## src/rtl/univ_cnt_sequencer_pkg.sv

```systemverilog
// Shared opcodes, state encoding and default widths for the counter sequencer.
package univ_cnt_sequencer_pkg;

  localparam int N_DEF  = 8;
  localparam int PW_DEF = 16;

  localparam logic [2:0] OP_NOP    = 3'd0;
  localparam logic [2:0] OP_CLR    = 3'd1;
  localparam logic [2:0] OP_LOAD   = 3'd2;
  localparam logic [2:0] OP_RUN_UP = 3'd3;
  localparam logic [2:0] OP_RUN_DN = 3'd4;
  localparam logic [2:0] OP_BOUNCE = 3'd5;

  typedef enum logic [1:0] {
    ST_IDLE   = 2'd0,
    ST_PULSE  = 2'd1,
    ST_RUN_UP = 2'd2,
    ST_RUN_DN = 2'd3
  } state_t;

  // Which single-cycle strobe a PULSE state issues.
  typedef enum logic [1:0] {
    PK_NOP  = 2'd0,
    PK_CLR  = 2'd1,
    PK_LOAD = 2'd2
  } pulse_t;

endpackage

```

## src/rtl/univ_cnt_sequencer_prescaler.sv

```systemverilog
// Step pacer: due fires once every (div+1) cycles while run is high.
module cnt_prescaler #(
  parameter int PW = 16
) (
  input  logic          clk,
  input  logic          reset,
  input  logic          clear,
  input  logic          run,
  input  logic [PW-1:0] div,
  output logic          due
);

  logic [PW-1:0] pcnt;

  assign due = run & (pcnt == div);

  // Free-running modulo-(div+1) phase counter, parked at 0 when idle or cleared.
  always_ff @(posedge clk or posedge reset) begin
    if (reset)                 pcnt <= '0;
    else if (clear || !run)    pcnt <= '0;
    else if (pcnt == div)      pcnt <= '0;
    else                       pcnt <= pcnt + 1'b1;
  end

endmodule

```

## src/rtl/univ_cnt_sequencer.sv

```systemverilog
// Command-driven controller for a universal up/down counter. Runs stop at
// max_tick/min_tick so the counter never wraps under sequencer control.
module univ_cnt_sequencer
  import univ_cnt_sequencer_pkg::*;
#(
  parameter int N  = N_DEF,
  parameter int PW = PW_DEF
) (
  input  logic          clk,
  input  logic          reset,
  input  logic          cmd_valid,
  output logic          cmd_ready,
  input  logic [2:0]    cmd_op,
  input  logic [N-1:0]  cmd_data,
  input  logic [PW-1:0] cmd_div,
  input  logic          abort,
  input  logic          max_tick,
  input  logic          min_tick,
  output logic          syn_clr,
  output logic          load,
  output logic          en,
  output logic          up,
  output logic [N-1:0]  d,
  output logic          busy,
  output logic          done_tick
);

  state_t        state, state_nx;
  pulse_t        pk_r;
  logic          bounce_r;
  logic [PW-1:0] div_r;
  logic          accept, run, due, turn, pclear;

  assign cmd_ready = (state == ST_IDLE);
  assign busy      = (state != ST_IDLE);
  assign accept    = cmd_valid & cmd_ready;
  assign run       = (state == ST_RUN_UP) | (state == ST_RUN_DN);
  // pcnt restarts on bounce turnaround and is held at 0 in every non-run state.
  assign pclear    = turn | ((state_nx != ST_RUN_UP) & (state_nx != ST_RUN_DN));

  cnt_prescaler #(.PW(PW)) u_presc (
    .clk   (clk),
    .reset (reset),
    .clear (pclear),
    .run   (run),
    .div   (div_r),
    .due   (due)
  );

  // State register.
  always_ff @(posedge clk or posedge reset) begin
    if (reset) state <= ST_IDLE;
    else       state <= state_nx;
  end

  // Next state and counter strobes; abort outranks the boundary tick.
  always_comb begin
    state_nx  = state;
    syn_clr   = 1'b0;
    load      = 1'b0;
    en        = 1'b0;
    done_tick = 1'b0;
    turn      = 1'b0;
    unique case (state)
      ST_IDLE: begin
        if (cmd_valid) begin
          case (cmd_op)
            OP_RUN_UP, OP_BOUNCE: state_nx = ST_RUN_UP;
            OP_RUN_DN:            state_nx = ST_RUN_DN;
            default:              state_nx = ST_PULSE;
          endcase
        end
      end
      ST_PULSE: begin
        syn_clr   = (pk_r == PK_CLR);
        load      = (pk_r == PK_LOAD);
        done_tick = 1'b1;
        state_nx  = ST_IDLE;
      end
      ST_RUN_UP: begin
        if (abort) begin
          state_nx = ST_IDLE;
        end else if (max_tick) begin
          if (bounce_r) begin
            turn     = 1'b1;
            state_nx = ST_RUN_DN;
          end else begin
            done_tick = 1'b1;
            state_nx  = ST_IDLE;
          end
        end else begin
          en = due;
        end
      end
      ST_RUN_DN: begin
        if (abort) begin
          state_nx = ST_IDLE;
        end else if (min_tick) begin
          done_tick = 1'b1;
          state_nx  = ST_IDLE;
        end else begin
          en = due;
        end
      end
      default: state_nx = ST_IDLE;
    endcase
  end

  // Command capture on accept; direction flip on bounce; flag drop on exit.
  always_ff @(posedge clk or posedge reset) begin
    if (reset) begin
      d        <= '0;
      up       <= 1'b1;
      div_r    <= '0;
      bounce_r <= 1'b0;
      pk_r     <= PK_NOP;
    end else if (accept) begin
      bounce_r <= (cmd_op == OP_BOUNCE);
      pk_r     <= PK_NOP;
      case (cmd_op)
        OP_CLR:  pk_r <= PK_CLR;
        OP_LOAD: begin
          pk_r <= PK_LOAD;
          d    <= cmd_data;
        end
        OP_RUN_UP, OP_BOUNCE: begin
          div_r <= cmd_div;
          up    <= 1'b1;
        end
        OP_RUN_DN: begin
          div_r <= cmd_div;
          up    <= 1'b0;
        end
        default: pk_r <= PK_NOP;
      endcase
    end else begin
      if (turn)                  up       <= 1'b0;
      if (state_nx == ST_IDLE)   bounce_r <= 1'b0;
    end
  end

endmodule

```

## config.mk

```make
export PLATFORM = sky130hd
export DESIGN_NAME = univ_cnt_sequencer
export DESIGN_NICKNAME = d
export VERILOG_FILES = /design/src/rtl/univ_cnt_sequencer_pkg.sv /design/src/rtl/univ_cnt_sequencer_prescaler.sv /design/src/rtl/univ_cnt_sequencer.sv
export SDC_FILE = /design/constraint.sdc
export NUM_CORES = 1
export LEC_CHECK = 0
export CAP_MARGIN = 15
export CORE_ASPECT_RATIO = 1.1
export CORE_MARGIN = 1
export CORE_UTILIZATION = 40
export DETAILED_ROUTE_END_ITERATION = 6
export PLACE_DENSITY = 0.65
export REMOVE_ABC_BUFFERS = 1
export SYNTH_ARGS = -nofsm -noshare
export SYNTH_HDL_FRONTEND = slang
export SYNTH_SLANG_ARGS = --single-unit
```

## constraint.sdc

```tcl
create_clock -name clk -period 2.4 [get_ports clk]
set_input_delay 0.36 -clock clk [delete_from_list [all_inputs] [get_ports clk]]
set_output_delay 0.36 -clock clk [all_outputs]
set_load 0.02 [all_outputs]
```

# Word level (Yosys, flattened, before mapping)
# Cells that the tools add are included.
dict set report op_classes {
  mux 33
  reduce_logical 12
  n_addsub 1
  bitwise_logic 5
  n_eq_ne 14
}
# cell count
set op_table {}
lappend op_table {{2-to-1 mux 16 bit} 2}
lappend op_table {{2-to-1 mux 1 bit} 19}
lappend op_table {{adder 16 x 1 -> 16 bit, second input constant} 1}
lappend op_table {{== test 16 bit} 1}
lappend op_table {{2-to-1 mux 2 bit} 6}
lappend op_table {{case mux 2 bit (2 select lines)} 2}
lappend op_table {{case mux 2 bit (4 select lines)} 1}
lappend op_table {{== test 2 bit, second input constant} 3}
lappend op_table {{== test 3 x 2 -> 1 bit, second input constant} 2}
lappend op_table {{== test 3 bit, second input constant} 2}
lappend op_table {{AND reduction 2 bit} 3}
lappend op_table {{nonzero test 2 bit} 3}
lappend op_table {{== test 2 x 1 -> 1 bit, second input constant} 2}
lappend op_table {{logical NOT 2 bit} 2}
lappend op_table {{inequality test 2 bit, second input constant} 2}
lappend op_table {{case mux 1 bit (2 select lines)} 2}
lappend op_table {{bitwise AND 1 bit} 3}
lappend op_table {{== test 3 x 1 -> 1 bit, second input constant} 1}
lappend op_table {{inequality test 3 x 1 -> 1 bit, second input constant} 1}
lappend op_table {{case mux 1 bit (3 select lines)} 1}
lappend op_table {{OR reduction 3 bit} 1}
lappend op_table {{bitwise OR 1 bit} 2}
lappend op_table {{OR reduction 2 bit} 1}
lappend op_table {{logical NOT 1 bit} 1}
lappend op_table {{logical OR 1 bit} 1}
dict set report totals {
  out_inout_bits 15
  in_bits 33
  register_bits 46
  elab_cells 72
}

# Logic depth before layout (Yosys ltp)
dict set report depth {
  ltp_word 10
  depth_mapped 6
  depth_no_buf 5
}

# Cells and area by module
# A second synthesis with hierarchy kept.
dict set report unflattened {
  cells_unflattened 196
  hier_area_um2 2323.5
}
# mod cells_each seq_area_each_um2 instances area_per_inst_um2
set modules_own_cells {}
lappend modules_own_cells {univ_cnt_sequencer 95 752.0 1 1327.5}
lappend modules_own_cells {cnt_prescaler 101 400.4 1 996.0}

# Least setup slack after synthesis
# Ideal clock, no wire load.
dict set report synth_timing {
  path_kind {register to output}
  start {register u_presc.pcnt[6]}
  end {output en}
  slack_ps 471
  t_required_ps 2040
  path_stages_with_launch 6
  arrival_ps 1569
  path_buffers 1
  path_cell_list {dfrtp_1 > buf_2 > xnor2_1 > nand4_1 > nor4_4 > nor2b_1}
}
dict set report synth_between {
  elab_chain_len 5
  elab_cells_between_ends 7
  cone_classes {eq/ne: 1; mux: 5; bitwise: 1}
}
# item line
set synth_rtl {}
lappend synth_rtl {{start: declaration} univ_cnt_sequencer_prescaler.sv:13} ;# logic [PW-1:0] pcnt;
lappend synth_rtl {{start signal: assignment} univ_cnt_sequencer_prescaler.sv:22} ;# else pcnt <= pcnt + 1'b1;
lappend synth_rtl {{== test 16 bit *} univ_cnt_sequencer_prescaler.sv:15} ;# assign due = run & (pcnt == div);
lappend synth_rtl {{bitwise AND 1 bit *} univ_cnt_sequencer_prescaler.sv:15}
lappend synth_rtl {{2-to-1 mux 1 bit, on equally long branches} {univ_cnt_sequencer.sv:98, univ_cnt_sequencer.sv:83}}
lappend synth_rtl {{2-to-1 mux 1 bit, on equally long branches} {univ_cnt_sequencer.sv:96, univ_cnt_sequencer.sv:81}}
lappend synth_rtl {{case mux 1 bit (2 select lines) *} univ_cnt_sequencer.sv:64} ;# unique case (state)
lappend synth_rtl {{end: declaration} univ_cnt_sequencer.sv:21} ;# output logic en,
# Every way passes the cells marked *; elsewhere a longest branch is shown, timed or not.

# Worst setup path after layout
dict set report layout_timing {
  start {input abort}
  end {output done_tick}
}
dict set report layout_between {
  elab_chain_len 2
  elab_cells_between_ends 3
  cone_classes {mux: 3}
}
# item line
set layout_rtl {}
lappend layout_rtl {{start: declaration} univ_cnt_sequencer.sv:16} ;# input logic abort,
lappend layout_rtl {{2-to-1 mux 1 bit, on equally long branches} {univ_cnt_sequencer.sv:96, univ_cnt_sequencer.sv:81}}
lappend layout_rtl {{case mux 1 bit (3 select lines) *} univ_cnt_sequencer.sv:64}
lappend layout_rtl {{end: declaration} univ_cnt_sequencer.sv:25} ;# output logic done_tick
# Marks and branches as above.

==> metrics.yaml <==
floorplanning:
  core_area_sq_mm: 0.00543
  floorplan.initialDensity: 0.416
  fp-row-count: 28
  dieWidth_microns: 73.7
  die_y_microns: 80.9
  die_area_sq_mm: 0.00596
  ios: 48
hold_path:
  hold_start: "d[0]"
  hold_depth: 1
  hold_class: "reg2reg"
global_route:
  grt_max_degree: 47
  grt_usage: 0.168
  grt_pass1_vias: 1585
  antenna_found_initial: 0
  overflow: 0
  grt_pass1_wl_microns: 7490
cells_and_area:
  postLayoutCoreUtil: 0.554
  diodes: 0
  fillCellCount: 480
  layout_common_cells: "46 x clkdlybuf4s50_1, 45 x dfrtp_1, 21 x xnor2_1, 14 x mux2_2, 14 x buf_4"
  final_net_count: 291
  final_common_cell: "clkdlybuf4s50_1"
  area_growth_pct: 33.1
  layout-drive-gt1-share: 0.182
clock_network:
  post_cts_resized: 1
  clk-insertion-delay-late_ns: 0.30
  cts_buffers: 5
  root_buffer: "clkbuf_8"
  cts.path.max_buffers: 2
  ctsHoldBuffers: 0
  post-cts-setup-buffers: 0
  cts_max_level: 2
  tritoncts: "yes"
  path_clk_slew_ns: 0.08
  clock-sinks: 46
routing:
  via_per_inst: 4.99
  drcViolationCount: 0
  drt_iter0_markers: 66
  wl_microns: 4530
  num_vias: 1662
  drt_first_pass_iters: 5
  wl_per_cell_microns: 13.6
  drtAntennaViolNets: 0
sta:
  finalWorstSetupSlack_ns: 0.165
  fin_crit_ns: 2.23
  rsz0062_at_grt: "false"
  tightestPinTransition_ns: 0.572
  setup_tns_ns: 0
  maxSlewViolCount: 0
  relSlewSlack: 0.619
  finalCritPeriodShare: 0.931
  skew_ns: 0.00607
  fmax_mhz: 448
  finalSetupViolCount: 0
  hold_viol_final: 0
logic_synthesis:
  synthArstFlopShare: 1.00
  synth_ff_type: "dfrtp_1"
  syn_area_per_cell_sq_um: 11.7
  synth_cell_types: 44
  synth_edf_count: 0
  synth_warnings: 0
  netlist_area_sq_mm: 0.00226
  ys_seq_area_frac: 0.510
  synth_seq_cells: 46
  synthCells: 194
critical_path:
  crit_fanout: 4
  worstPathArrival_ns: 1.87
  end_kind: "output pin"
  crit_end: "done_tick"
  critPathLaunch: "abort"
  cp_cell_sequence: "clkdlybuf4s50_1, nand2b_1, o31ai_1, clkdlybuf4s50_1"
  cp_slowest_cell: "clkdlybuf4s50_1"
  path_depth: 4
  cp_common_cell: "clkdlybuf4s50_1"
  cp-start-kind: "primary input"
  worstSetupPathType: "in2out"
  slowest_delay_ns: 0.64
  r2r-start: "u_presc.pcnt[0]"
  r2r_slack_ns: 0.64
  path_delay_family: "buffers and inverters"
  r2r_cells: 5
  cp.buffers_inverters: 2
  cp.required_ns: 2.04
  r2r_end: "u_presc.pcnt[14]"
status:
  status: "complete, no violations"
placed_design:
  port_buffers: 47
  dpl_worst_slack_ns: 0.103
  place.gp.congestion: 0.781
  dp_hpwl_microns: 3350
power:
  p_total_mw: 2.04
  irDropWorstVdd_v: 0.000393
  leakagePower_nw: 1.19
  p_per_area_mw_per_mm2: 676
flow_run:
  drv_cap: 0
==> cell type report <==
type | count | area, sq um | share of cell area
flip-flops and latches | 46 | 1150 | 0.383
inverters | 5 | 18.8 | 0.00623
repair buffers | 62 | 596 | 0.198
multi-input cells | 137 | 1060 | 0.352
clock buffers | 7 | 86.3 | 0.0287
clock inverters | 1 | 5.00 | 0.00166
well taps | 75 | 93.8 | 0.0312
==> flip-flops by register name (all words and copies together) (netlist names) <==
register and cells:
bounce_r 1, d 8, div_r 16, pk_r 2, state 2, u_presc.pcnt 16
up 1
==> routing by layer <==
| layer | global-route usage | up-vias | wire length [microns] |
|---|---|---|---|
| li1 | - | 825 | - |
| met1 | 0.225 | 798 | 2130 |
| met2 | 0.267 | 32 | 2180 |
| met3 | 0.0298 | 7 | 127 |
| met4 | 0.0750 | 0 | 96 |
| met5 | 0 | - | 0 |
==> power breakdown <==
part           switching (mW)  internal (mW)
sequential             0.0923          0.920
combinational           0.227          0.316
clock                   0.248          0.232
==> worst min path at each step <==
stage / end / slack, ns
floorplan: pk_r[0] / 0.46
global placement: pk_r[0] / 0.48
detailed placement: d[0] / 0.49
CTS: d[0] / 0.51
global route: d[7] / 0.53
finish: d[0] / 0.51
==> through the flow <==
step | std cells | cell area [sq um] | hold WS [ns]
final | 333 | 3010 | 0.506
after floorplan | 188 | 2230 | 0.457
after CTS | 333 | 3010 | 0.511
after detailed placement | 325 | 2920 | 0.492
after global placement | 325 | 2920 | 0.476
after global routing | 333 | 3010 | 0.531
==> logic make-up after synthesis <==
logic type | count (synthesis) | synth area share
muxes | 24 | 0.120
DFF | 46 | 0.510
buffers and inverters | 11 | 0.0221
AOI/OAI and AO/OA | 20 | 0.0598
and+or+nand+nor | 65 | 0.179
adders and majority gates | 1 | 0.00553
xor gates and xnor gates | 27 | 0.105
==> worst reg2reg max path: stages (launching register included) <==
cell and delay [ns]:
dfrtp_1 0.47, ha_1 0.24, and4_2 0.31, nand3_1 0.10, or3_1 0.31, a211oi_1 0.24
==> cell usage after synthesis (2+ instances only) <==
cell | n | share of area
nand2b_1 | 2 | 0.0055
dfrtp_1 | 45 | 0.50
and3_1 | 3 | 0.0083
xor2_1 | 6 | 0.023
nor3_1 | 13 | 0.029
nand2_1 | 10 | 0.017
buf_2 | 4 | 0.0089
nor4bb_1 | 2 | 0.0089
a211oi_1 | 2 | 0.0066
xnor2_1 | 21 | 0.081
nor2b_1 | 3 | 0.0083
nand4_1 | 7 | 0.019
mux2_1 | 10 | 0.050
o21ai_0 | 7 | 0.015
nand3_2 | 2 | 0.0089
a21oi_1 | 2 | 0.0044
nor2_1 | 2 | 0.0033
inv_1 | 5 | 0.0083
o31ai_1 | 3 | 0.010
nor4_1 | 2 | 0.0055
mux2_2 | 14 | 0.070
nand3_1 | 7 | 0.015
Power figures use the tool's default switching activity.
